### src/rtl/irq_aggregator_slave.sv
// irq_aggregator_slave
// Collects NUM_IRQ asynchronous level interrupt sources into a PENDING
// register (edge or level capture), masks them, and drives a single
// registered irq_out to the host. After the host services an interrupt,
// a programmable hold-off keeps irq_out low for a minimum number of cycles.
// Register access uses a simple read/write strobe slave with one-cycle
// read latency.
module irq_aggregator_slave #(
    parameter int NUM_IRQ    = 8,
    parameter int DATA_WIDTH = 32
) (
    input  logic                  clk,
    input  logic                  resetn,
    input  logic [NUM_IRQ-1:0]    irq_in,
    input  logic [1:0]            address,
    input  logic                  read,
    input  logic                  write,
    input  logic [DATA_WIDTH-1:0] writedata,
    output logic [DATA_WIDTH-1:0] readdata,
    output logic                  readdatavalid,
    output logic                  irq_out
);

    localparam logic [1:0] ST_IDLE    = 2'd0;
    localparam logic [1:0] ST_ASSERT  = 2'd1;
    localparam logic [1:0] ST_HOLDOFF = 2'd2;

    logic [NUM_IRQ-1:0]    sync_1;
    logic [NUM_IRQ-1:0]    sync_irq;
    logic [NUM_IRQ-1:0]    sync_prev;
    logic [NUM_IRQ-1:0]    pending;
    logic [NUM_IRQ-1:0]    mask;
    logic [NUM_IRQ-1:0]    set_bits;
    logic [NUM_IRQ-1:0]    clr_bits;
    logic                  ctrl_enable;
    logic                  ctrl_level;
    logic [15:0]           holdoff;
    logic [1:0]            state;
    logic [1:0]            state_nx;
    logic [15:0]           count;
    logic [15:0]           count_nx;
    logic                  active;
    logic                  enable_nx;
    logic                  wr_pending;
    logic                  wr_mask;
    logic                  wr_ctrl;
    logic [DATA_WIDTH-1:0] rd_mux;
    logic                  unused_wdata;

    // Bits of writedata above NUM_IRQ-1 and CTRL bits 15:2 are ignored.
    assign unused_wdata = ^writedata;

    assign wr_pending = write && (address == 2'd0);
    assign wr_mask    = write && (address == 2'd1);
    assign wr_ctrl    = write && (address == 2'd3);

    // sync_prev starts at 0 out of reset, so a source already high at
    // release still produces an edge.
    assign set_bits  = ctrl_level ? sync_irq : (sync_irq & ~sync_prev);
    assign clr_bits  = wr_pending ? writedata[NUM_IRQ-1:0] : '0;
    assign active    = ctrl_enable && (|(pending & mask));
    assign enable_nx = wr_ctrl ? writedata[0] : ctrl_enable;

    // Two-flop synchronizer plus one history stage for edge detection
    always_ff @(posedge clk) begin
        if (!resetn) begin
            sync_1    <= '0;
            sync_irq  <= '0;
            sync_prev <= '0;
        end else begin
            sync_1    <= irq_in;
            sync_irq  <= sync_1;
            sync_prev <= sync_irq;
        end
    end

    // Register file: PENDING (set wins over W1C), MASK and CTRL
    always_ff @(posedge clk) begin
        if (!resetn) begin
            pending     <= '0;
            mask        <= '0;
            ctrl_enable <= 1'b0;
            ctrl_level  <= 1'b0;
            holdoff     <= '0;
        end else begin
            pending <= (pending & ~clr_bits) | set_bits;
            if (wr_mask) begin
                mask <= writedata[NUM_IRQ-1:0];
            end
            if (wr_ctrl) begin
                ctrl_enable <= writedata[0];
                ctrl_level  <= writedata[1];
                holdoff     <= writedata[31:16];
            end
        end
    end

    // Read mux over current (pre-write) register contents
    always_comb begin
        rd_mux = '0;
        case (address)
            2'd0:    rd_mux[NUM_IRQ-1:0] = pending;
            2'd1:    rd_mux[NUM_IRQ-1:0] = mask;
            2'd2:    rd_mux[NUM_IRQ-1:0] = sync_irq;
            default: begin
                rd_mux[0]     = ctrl_enable;
                rd_mux[1]     = ctrl_level;
                rd_mux[31:16] = holdoff;
            end
        endcase
    end

    // Read response one cycle after the strobe; data held between reads
    always_ff @(posedge clk) begin
        if (!resetn) begin
            readdata      <= '0;
            readdatavalid <= 1'b0;
        end else begin
            readdatavalid <= read;
            if (read) begin
                readdata <= rd_mux;
            end
        end
    end

    // Interrupt state machine next-state and hold-off counter
    always_comb begin
        state_nx = state;
        count_nx = count;
        case (state)
            ST_IDLE: begin
                if (active) begin
                    state_nx = ST_ASSERT;
                end
            end
            ST_ASSERT: begin
                if (!active) begin
                    if (holdoff != 16'd0) begin
                        state_nx = ST_HOLDOFF;
                        count_nx = holdoff;
                    end else begin
                        state_nx = ST_IDLE;
                    end
                end
            end
            ST_HOLDOFF: begin
                // The cycle the count expires is the IDLE decision point, so
                // pending work collected during hold-off is taken immediately
                // and irq_out stays low for exactly HOLDOFF cycles.
                if (count <= 16'd1) begin
                    count_nx = '0;
                    state_nx = active ? ST_ASSERT : ST_IDLE;
                end else begin
                    count_nx = count - 16'd1;
                end
            end
            default: begin
                state_nx = ST_IDLE;
                count_nx = '0;
            end
        endcase
        // Disabling (or staying disabled) parks the machine in IDLE.
        if (!enable_nx) begin
            state_nx = ST_IDLE;
            count_nx = '0;
        end
    end

    // State, counter and registered irq_out
    always_ff @(posedge clk) begin
        if (!resetn) begin
            state   <= ST_IDLE;
            count   <= '0;
            irq_out <= 1'b0;
        end else begin
            state   <= state_nx;
            count   <= count_nx;
            irq_out <= (state_nx == ST_ASSERT);
        end
    end

endmodule

### config.mk
export PLATFORM = sky130hd
export DESIGN_NAME = irq_aggregator_slave
export DESIGN_NICKNAME = d
export VERILOG_FILES = /design/src/rtl/irq_aggregator_slave.sv
export SDC_FILE = /design/constraint.sdc
export NUM_CORES = 1
export LEC_CHECK = 0
export CAP_MARGIN = 5
export CORE_MARGIN = 2
export CORE_UTILIZATION = 50
export DETAILED_ROUTE_END_ITERATION = 8
export PLACE_DENSITY = 0.76
export SLEW_MARGIN = 40
export SYNTH_ARGS = -nofsm -noshare
export SYNTH_HDL_FRONTEND = slang
export SYNTH_SLANG_ARGS = --single-unit
### constraint.sdc
create_clock -name clk -period 3.64 [get_ports clk]
set_clock_uncertainty 0.05 [all_clocks]
set_input_delay 0.546 -clock clk [delete_from_list [all_inputs] [get_ports clk]]
set_output_delay 0.546 -clock clk [all_outputs]
set_load 0.03 [all_outputs]
# After elaboration in Yosys (flattened, before gate mapping)
# Index checks and enable logic that the tools add are counted.
# totals
reg_bits,102
in_bits,46
out_inout_bits,34
elab_cells,58
# op_classes
n_addsub,1
order_cmp,1
eq_ne,8
mux,17
n_bitwise,7
reduce_logical,11
# op_table
operator,count
$mux W16,4
$pmux W16 S3,1
$and A8 B8 Y8,3
$pmux W6 S3,1
$le A16 B1 Y1 const B,1
$mux W8,2
$not A8 Y8,2
$reduce_bool A16 Y1,1
$sub A16 B1 Y16 const B,1
$pmux W2 S3,2
$mux W2,5
$or A8 B8 Y8,1
$reduce_or A8 Y1,1
$eq A2 B1 Y1 const B,3
$eq A2 B2 Y1 const B,3
$logic_and A1 B1 Y1,4
$logic_not A2 Y1,2
$ne A2 B2 Y1 const B,2
$reduce_and A3 Y1,1
$reduce_or A3 Y1,1
$mux W1,2
$reduce_and A2 Y1,1
$not A1 Y1,1

# Depth between registers and ports, before layout
# depth
ltp_word,8
depth_mapped,8
mapped_depth_nobuf,6

# Least setup slack after synthesis
# OpenSTA, ideal clock, no wires.
# synth_timing
kind,input to register
startpoint,input write
endpoint,register count[7]
setup_ns,0.095
arrival_time_ns,1.952
required_ns,3.495
path_slack_ns,1.543
cell_stages,6
n_path_buf,1
cell_sequence,and3_1 > buf_2 > mux2_2 > a211oi_2 > nand2_1 > o311ai_1
# synth_between
elab_chain_cells,3
# synth_rtl
item,line,source
start: declaration,17,"input logic write,"
$logic_and A1 B1 Y1,55,assign wr_ctrl = write && (address == 2'd3);
$mux W1,--,
$reduce_and A2 Y1 (no source line),--,
end signal: assignment,177,count <= count_nx;
end: declaration,40,logic [15:0] count;
# Every way passes these cells.
# A chain may end at the register's enable or synchronous reset.

# Worst setup path in the final report
# Ends and elaborated chain as after synthesis.

==> impl_metrics.csv <==
group,metric,value,unit
cts,clkTransAtPathRegs,100,ps
cts,cts_resized,0,
cts,cts_tree,"done",
grt,antenna_found_initial,0,
cts,holdBufCountCts,0,
finish,area_growth,20.3,%
grt,grt-ovfl-total,0,
timing,max_freq,386,MHz
timing,slew_headroom,50.7,%
min_path,holdCritPathClass,"reg -> reg",
floorplan,placementRows,34,
power_and_ir_drop,p_sw_share,24.1,%
worst_setup_path,cp.arrival,2820,ps
worst_setup_path,crit_required,3870,ps
floorplan,fp.dieW,98.7,µm
cts,cts_made_buffers,9,
yosys,synthesis.area,0.00449,mm²
finish,finalNonFillerCells,652,
power_and_ir_drop,p_sw,0.518,mW
finish,drive_gt1_share,6.99,%
power_and_ir_drop,vdd_drop_max,0.000249,V
timing,fin_tns_setup,0,ps
worst_setup_path,reg2reg_from,"count[0]$_SDFFE_PN0P_",
finish,fill_cells,746,
worst_setup_path,r2r-end,"count[7]$_SDFFE_PN0P_",
placed_design,gp_congestion,0.894,
worst_setup_path,crit_fanout,11,
cts,cts_setup_buffers,0,
power_and_ir_drop,pwr-share-seq,54.3,%
cts,htreeDepth,3,
timing,timing.hold.ws,388,ps
yosys,synth-edff-count,0,
cts,cts_sinks,102,
yosys,syn_area_per_cell,9.29,µm²
timing,setup_violations,0,
timing,finalHoldViolations,0,
placed_design,io_buffer_count,63,
worst_setup_path,ff2ff_path_depth,6,
timing,worst_slew_pin_slew,737,ps
power_and_ir_drop,power_density,399,mW/mm²
finish,final_common_cell,"dfxtp_1",
timing,rsz0062_at_grt,"no",
yosys,syn_inst,483,
yosys,yosys_warnings,0,
yosys,synth.distinct_cells,57,
min_path,hold_start,"sync_1[0]$_SDFF_PN0_",
run,maxCapViolations,0,
floorplan,io_pins,80,
placed_design,dpl.hpwl,7190,µm
worst_setup_path,reg2reg_slack,1170,ps
floorplan,core_area,0.00872,mm²
power_and_ir_drop,intPower,1.63,mW
yosys,yosys_most_used_dff,"dfxtp_1",
timing,period_share,71.1,%
timing,fin_crit,2590,ps
power_and_ir_drop,comb_power_share,9.2,%
floorplan,start_util,51.4,%
grt,grt_max_degree,40,
grt,grt_pass1_wl,17200,µm
cts,cts_buffer_depth,2,
yosys,ys_seq_area_share,45.5,%
finish,antenna_cells,0,
grt,grt_pass1_vias,3627,
min_path,hold_depth,1,
route,ant_nets,0,
placed_design,dp_cells,636,
finish,finalNetCount,591,
cts,insertion_delay,360,ps
timing,maxSlewViolCount,0,
floorplan,fp.dieArea,0.00975,mm²
route,detail_route.wl_per_cell,15.8,µm
worst_setup_path,worstSetupPathType,"in -> reg",
worst_setup_path,end_kind,"flip-flop",
power_and_ir_drop,p_clk_share,36.5,%
power_and_ir_drop,leakage,2.13,nW
yosys,async_flop_share,0,%
route,drt_wl_total,10300,µm
floorplan,die_h,98.7,µm
worst_setup_path,cp-start-kind,"primary input",
route,route.vias.total,3725,
cts,root_buffer,"clkbuf_8",
route,detail_route.vias_per_cell,5.71,
finish,layout_common_cells,"dfxtp_1, nand2_1, clkdlybuf4s50_1, and2_1, nor2_1",
route,post-route-drc-count,0,
outcome,outcome,"finished, final reports clean",
route,dr.first_iter.drc_count,225,
grt,grt_use_total,21.7,%
route,dr.pass1.iters,4,
yosys,ys_seq_elements,102,
min_path,hold_end,"sync_irq[0]$_SDFF_PN0_",
stage by stage:
stage | total power [mW] | setup slack (ps) | cell area [µm²] | util (%)
floorplan | 1.31 | 1540 | 4510 | -
global placement | 1.39 | 727 | 5180 | 59.4
detailed placement | 1.39 | 676 | 5180 | 59.4
CTS | 2.16 | 1080 | 5400 | 61.9
global route | 2.23 | 981 | 5400 | 61.9
finish | 2.15 | 1050 | 5400 | 61.9
registers in the layout, indices dropped and copies added, names as in the netlist:
name and count:
ctrl_level 1, pending 8, sync_1 8, irq_out 1
readdatavalid 1, sync_irq 8, readdata 24, ctrl_enable 1
sync_prev 8, mask 8, count 16, state 2
holdoff 16
cell families (layout without fill, tap and decap cells):
kind of cell	after synthesis	in the layout	synth area share [%]
simple gates	194	194	21.2
compound gates	106	106	19.8
flops	102	102	45.5
buf+inv	44	98	4.49
mux	28	28	6.83
fa+ha+maj	6	6	1.67
xor+xnor	2	2	0.390
other cells	1	8	0.0836
how the worst max path moves through the flow:
stage,start,endpoint,slack [ps],depth (start not counted)
2_1_floorplan,write,count[7]$_SDFFE_PN0P_,1540,6
3_3_place_gp,write,count[7]$_SDFFE_PN0P_,730,7
3_5_place_dp,write,count[7]$_SDFFE_PN0P_,680,7
4_1_cts,write,count[7]$_SDFFE_PN0P_,1080,7
5_1_grt,write,count[7]$_SDFFE_PN0P_,980,7
6_report,write,count[7]$_SDFFE_PN0P_,1050,7
metal layers:
metal  wire (µm)  GRT usage [%]
met1        4530           27.4
met2        5020           35.5
met3         461           3.69
met4         314           11.9
met5           0              0
power groups by stage:
stage               clock, mW  sequential, mW  combinational, mW
finish                  0.786            1.17              0.198
global route            0.843            1.17              0.215
CTS                     0.798            1.17              0.198
detailed placement          0            1.19              0.197
global placement            0            1.19              0.195
floorplan                   0            1.20              0.109
critical path, stage by stage:
cell and delay [ps]:
clkdlybuf4s50_1 460, buf_4 170, and3_1 230, mux2_2 430
a211oi_2 490, nand2_1 210, o311ai_1 280
layout make-up:
class	instances	area [µm²]	share of cell area [%]
Clock inverter	6	91.3	1.69
Inverter	10	37.5	0.696
Tap cell	108	135	2.50
Timing Repair Buffer	72	693	12.8
Sequential cell	102	2040	37.8
Multi-Input combinational cell	344	2270	42.1
Clock buffer	10	128	2.36
cells in the mapped netlist, types with 8 or more instances:
| cell | instances | share of area (%) |
|---|---|---|
| nand2b_1 | 8 | 1.1 |
| mux2i_1 | 25 | 5.6 |
| nand3_1 | 13 | 1.5 |
| nor2_1 | 28 | 2.3 |
| nand2_1 | 80 | 6.7 |
| o211ai_1 | 15 | 2.5 |
| clkbuf_1 | 21 | 1.8 |
| buf_4 | 9 | 1.5 |
| inv_1 | 10 | 0.84 |
| a21boi_0 | 24 | 4.0 |
| a22o_1 | 11 | 2.1 |
| dfxtp_1 | 102 | 46 |
| a32o_1 | 10 | 2.2 |
| and2_1 | 28 | 3.9 |
Note: power is estimated with default switching activity, not from simulation.
==> patch 1 (same settings) <==
The output `irq_out` loses its register stage (`irq_out` becomes a continuous assignment). Comments in the files are not updated.
--- a/src/rtl/irq_aggregator_slave.sv
+++ b/src/rtl/irq_aggregator_slave.sv
@@ -171,13 +171,13 @@
         if (!resetn) begin
             state   <= ST_IDLE;
             count   <= '0;
-            irq_out <= 1'b0;
         end else begin
             state   <= state_nx;
             count   <= count_nx;
-            irq_out <= (state_nx == ST_ASSERT);
         end
     end
 
+    assign irq_out = (state_nx == ST_ASSERT);
+
 endmodule
 
Formal check against the unedited RTL: not equivalent (Yosys sat finds a counterexample within 4 cycles, from zero or initial values and one cycle with resetn low).
==> patch 1 against the unedited design <==
- via count decreased by 3.2%
- wire length increased by 2.9%
- cell area decreased by 2.8%
- fmax decreased by 26%
- power decreased by 7.9%
- count of clock-buffer cells in the layout increased by 1
- sequential cell count decreased by 1
- setup slack got worse by 910 ps
- largest power group unchanged
- synthesized area decreased by 2.6%
==> patch 1: results (changes against the unedited design) <==
run_status:
  status: "finished, final reports clean"  # unchanged
setup_path:
  r2r-end: "count[1]"  # was count[7]
  cpPeakStageDelay_ps: 610  # was 490 ps
  r2r_setup_slack_ps: 880  # was 1170 ps
  rr_worst_depth: 7  # was 6
  rr_startpoint: "state[1]"  # was count[0]
  critPathMaxFanout: 10  # was 11
  critical-path-slowest-cell: "or4_1"  # was a211oi_2
  arrival_ps: 2900  # was 2820 ps
  cpLargestDelayFamily: "simple AND/OR/NAND/NOR gates"  # was compound AO/OA/AOI/OAI gates
global_route:
  grt_pass1_vias: 3656  # was 3627
  grtUsageMet2: 0.3793  # was 0.3548
  grt_max_degree: 43  # was 40
  grtUsageTotal: 0.2302  # was 0.2172
  grt_use_met3: 0.04245  # was 0.03688
  grt_util_met1: 0.2932  # was 0.2738
  grt_pass1_wl_mm: 17.76  # was 17.24 mm
detailed_routing:
  wl_met2_mm: 5.166  # was 5.016 mm
  dr.first_iter.drc_count: 239  # was 225
  drt_pass1_iterations: 5  # was 4
  wl_met1_mm: 4.659  # was 4.533 mm
  wl_met3_um: 630  # was 461 um
  viasPerCell: 5.686  # was 5.713
  finalWirelength_mm: 10.63  # was 10.33 mm
sta:
  slew_headroom: 0.5054  # was 0.5071
  hold_slack_ps: 390.6  # was 388.2 ps
power_and_ir_drop:
  cellLeakagePower_nw: 1.959  # was 2.131 nW
  ir_drop_mv: 0.2281  # was 0.2492 mV
placement:
  dpl.hpwl_mm: 7.386  # was 7.187 mm
  io_buffers: 63  # unchanged
  dp_slack_ps: 512.6  # was 676.1 ps
  place_inst: 619  # was 636
  gp_congestion: 0.9149  # was 0.8942
layout:
  final_cells: 634  # was 652
  final_layout_size_suffix_gt1_frac: 0.06844  # was 0.06985
  layout.nets: 574  # was 591
  fillers: 756  # was 746
cts:
  clockBufferDepth: 2  # unchanged
  cts_root_buf: "clkbuf_8"  # unchanged
synth:
  synthDistinctLibCells: 56  # was 57
  synth_area_per_cell_sq_um: 9.381  # was 9.289 sq um
  synth_area_leaders: "dfxtp_1 (46%), nand2_1 (6.2%), mux2i_1 (6.0%), a21boi_0 (4.3%), and2_1 (3.7%)"  # was dfxtp_1 (46%), nand2_1 (6.7%), mux2i_1 (5.6%), a21boi_0 (4.0%), and2_1 (3.9%)
  ys_seq_area_frac: 0.4625  # was 0.4551
  synth_commonest_cells: "dfxtp_1 (101), nand2_1 (72), and2_1 (26), mux2i_1 (26), a21boi_0 (25)"  # was dfxtp_1 (102), nand2_1 (80), and2_1 (28), nor2_1 (28), mux2i_1 (25)
worst_hold_path:
  worstHoldEndpoint: "sync_irq[3]"  # was sync_irq[0]
  hp-start: "sync_1[3]"  # was sync_1[0]
## patch 1: cell types whose count changed in the layout (fill, tap and decap cells not counted), moves of 4 or more
cell       unedited run  this run
o2bb2ai_1             0         8
nand2_1              80        72
xor2_1                1         5
a22o_1               11         4
o211ai_1             15        10
nor2_1               28        23
a22oi_1               0        11
buf_4                 9        13
nand4_1               6         1
## patch 1: layout make-up
cell class	instances	share of cell area
multi-input combinational	325	0.4140
sequential	101	0.3854
timing repair buffer	75	0.1359
tap	108	0.02576
clock buffer	11	0.02504
inverter	10	0.007155
clock inverter	4	0.006678
## patch 1: cells by family (layout without fill, tap and decap cells)
logic type                 Yosys count  count (layout)  share of synthesized area
AOI/OAI and AO/OA                  102             102                     0.1906
xor gates and xnor gates             6               6                    0.01202
adders and majority gates            6               6                    0.01717
buffers and inverters               47             100                    0.05095
DFF                                101             101                     0.4625
muxes                               28              28                    0.06983
other                                1               8                  0.0008578
and+or+nand+nor                    175             175                     0.1960
## patch 1: metrics by stage
step	instance area [sq um]	power (W)
floorplan	4398	0.001291
global placement	5061	0.001370
detailed placement	5061	0.001375
CTS	5228	0.001994
global route	5246	0.002054
finish	5246	0.001982
## patch 1: how the worst max path moves through the flow
stage	cells after the start	start	endpoint	slack (ps)
after floorplan	8	count[4]	irq_out	350
after global placement	7	count[8]	irq_out	560
after detailed placement	7	count[8]	irq_out	510
after CTS	7	count[8]	irq_out	120
after global routing	7	count[8]	irq_out	10
final	7	count[8]	irq_out	140
## patch 1: report_power, final
part	total (W)	switching, W	internal [W]
Clock	0.000632	0.000380	0.000252
Sequential	0.00116	0.0000219	0.00114
Combinational	0.000192	0.000101	0.0000913
## patch 1: timing repair
action / in CTS / in global routing
endpoints found under the setup margin: 0 / 1
endpoints found under the hold margin: 0 / 0
resized for setup: 0 / 2
==> patch 2 (same settings) <==
Without the edit above. Set the parameter `DATA_WIDTH` to 48 (it was 32).
--- a/src/rtl/irq_aggregator_slave.sv
+++ b/src/rtl/irq_aggregator_slave.sv
@@ -7,7 +7,7 @@
 // read latency.
 module irq_aggregator_slave #(
     parameter int NUM_IRQ    = 8,
-    parameter int DATA_WIDTH = 32
+    parameter int DATA_WIDTH = 48
 ) (
     input  logic                  clk,
     input  logic                  resetn,
Ports: changed (resized readdata and writedata); port bits go from 80 to 112. The function was not compared with the original's and may differ.
==> patch 2 against the unedited design <==
- sequential cell count unchanged
- power is 3.6% lower
- global-route usage rose by 0.55 points
- register-to-register slack better by 130 ps
- synthesized area grew 2.7%
- sequential power is essentially flat
- setup slack gained 66 ps
- sequential share of layout area shrank 0.30 points
- cell area is 0.81% higher
- wire length rose by 3.1%
- largest cell class unchanged
- highest routed layer unchanged
==> patch 2: results (changes against the unedited design) <==
detailed_routing:
  finalWirelength_mm: 10.64  # was 10.33 mm
  viasPerCell: 5.563  # was 5.713
  routed.top_layer: "met4"  # unchanged
  wl_met3_um: 537  # was 461 um
  wl_met2_mm: 5.103  # was 5.016 mm
  drt_pass1_iterations: 5  # was 4
  wl_met1_mm: 4.845  # was 4.533 mm
  dr.first_iter.drc_count: 180  # was 225
worst_hold_path:
  worstHoldEndpoint: "sync_irq[7]"  # was sync_irq[0]
  hp-class: "register to register"  # unchanged
  hp-start: "sync_1[7]"  # was sync_1[0]
setup_path:
  rr_startpoint: "pending[2]"  # was count[0]
  r2r-end: "count[7]"  # unchanged
  timing.critical_path.from: "write"  # unchanged
  arrival_ps: 2780  # was 2820 ps
  r2r_setup_slack_ps: 1300  # was 1170 ps
  rr_worst_depth: 5  # was 6
  critPathMaxFanout: 11  # unchanged
  endpoint: "count[2]"  # was count[7]
placement:
  dpl.hpwl_mm: 7.593  # was 7.187 mm
  dp_slack_ps: 769.4  # was 676.1 ps
  gp_congestion: 0.9174  # was 0.8942
  io_buffers: 63  # unchanged
  placed_cell_area_sq_um: 5249  # was 5177 sq um
power_and_ir_drop:
  combPwrFrac: 0.106  # was 0.092
  cellLeakagePower_nw: 2.172  # was 2.131 nW
  power.switching_w: 0.0005555  # was 0.0005184 W
  comb-power_w: 0.000219  # was 0.000198 W
  p_clk_frac: 0.331  # was 0.365
  ir_drop_mv: 0.2025  # was 0.2492 mV
synth:
  yosysWarnings: 0  # unchanged
  synth_compound_area_frac: 0.1926  # was 0.1977
  synth_commonest_cells: "dfxtp_1 (102), nand2_1 (80), and2_1 (28), nor2_1 (28)"  # was dfxtp_1 (102), nand2_1 (80), and2_1 (28), nor2_1 (28), mux2i_1 (25)
  yosys.area_share.adder: 0.01630  # was 0.01673
  ys_seq_area_frac: 0.4432  # was 0.4551
  synthMuxAreaShare: 0.06654  # was 0.06832
  yosys.area_share.xor_xnor: 0.003802  # was 0.003904
  ys.flop_type: "dfxtp_1"  # unchanged
  synth_area_leaders: "dfxtp_1 (44%), nand2_1 (6.5%), mux2i_1 (5.4%), buf_4 (4.1%), a21boi_0 (3.9%)"  # was dfxtp_1 (46%), nand2_1 (6.7%), mux2i_1 (5.6%), a21boi_0 (4.0%), and2_1 (3.9%)
global_route:
  grt_pass1_vias: 3678  # was 3627
  grt_max_degree: 39  # was 40
  grt_pass1_wl_mm: 17.81  # was 17.24 mm
  grtUsageTotal: 0.2226  # was 0.2172
cts:
  cts_buffers: 9  # unchanged
sta:
  worst_pin_slew_ps: 769.4  # was 737.2 ps
  period_share: 0.6929  # was 0.7112
run_status:
  status: "finished, final reports clean"  # unchanged
layout:
  final_layout_size_suffix_gt1_frac: 0.07130  # was 0.06985
  layout.nets: 624  # was 591
  largest_registers: "readdata (24), count (16), holdoff (16)"  # unchanged
  fillers: 781  # was 746
patch 2: changes by cell type after synthesis, sizes merged:
cell,delta
buf,+16
patch 2: routing by layer:
metal / vias up / track usage
met1: 1758 / 0.2902
li1: 1838 / -
met4: 0 / 0.07587
met2: 126 / 0.3747
met3: 16 / 0.03830
met5: - / 0
patch 2: through the flow:
stage,instances,hold slack [ps]
4_1_cts,672,385.4
3_5_place_dp,656,370.3
2_1_floorplan,522,361.9
6_report,672,385.5
5_1_grt,672,405.3
3_3_place_gp,656,364.1
patch 2: final cells by class:
class,instances,area [sq um],share of cell area
multi-input combinational,360,2330,0.4282
sequential,102,2042,0.3753
timing repair buffer,73,700.7,0.1288
tap,111,138.9,0.02553
clock buffer,10,137.6,0.02530
clock inverter,6,53.80,0.009890
inverter,10,37.54,0.006900
patch 2: worst max-delay path, cell delays in order:
cell and delay [ps]:
clkdlybuf4s50_1 460, buf_4 170, and3_1 200, mux2_2 410, inv_1 90, nand3b_1 180
nor2_1 490, a22o_1 230
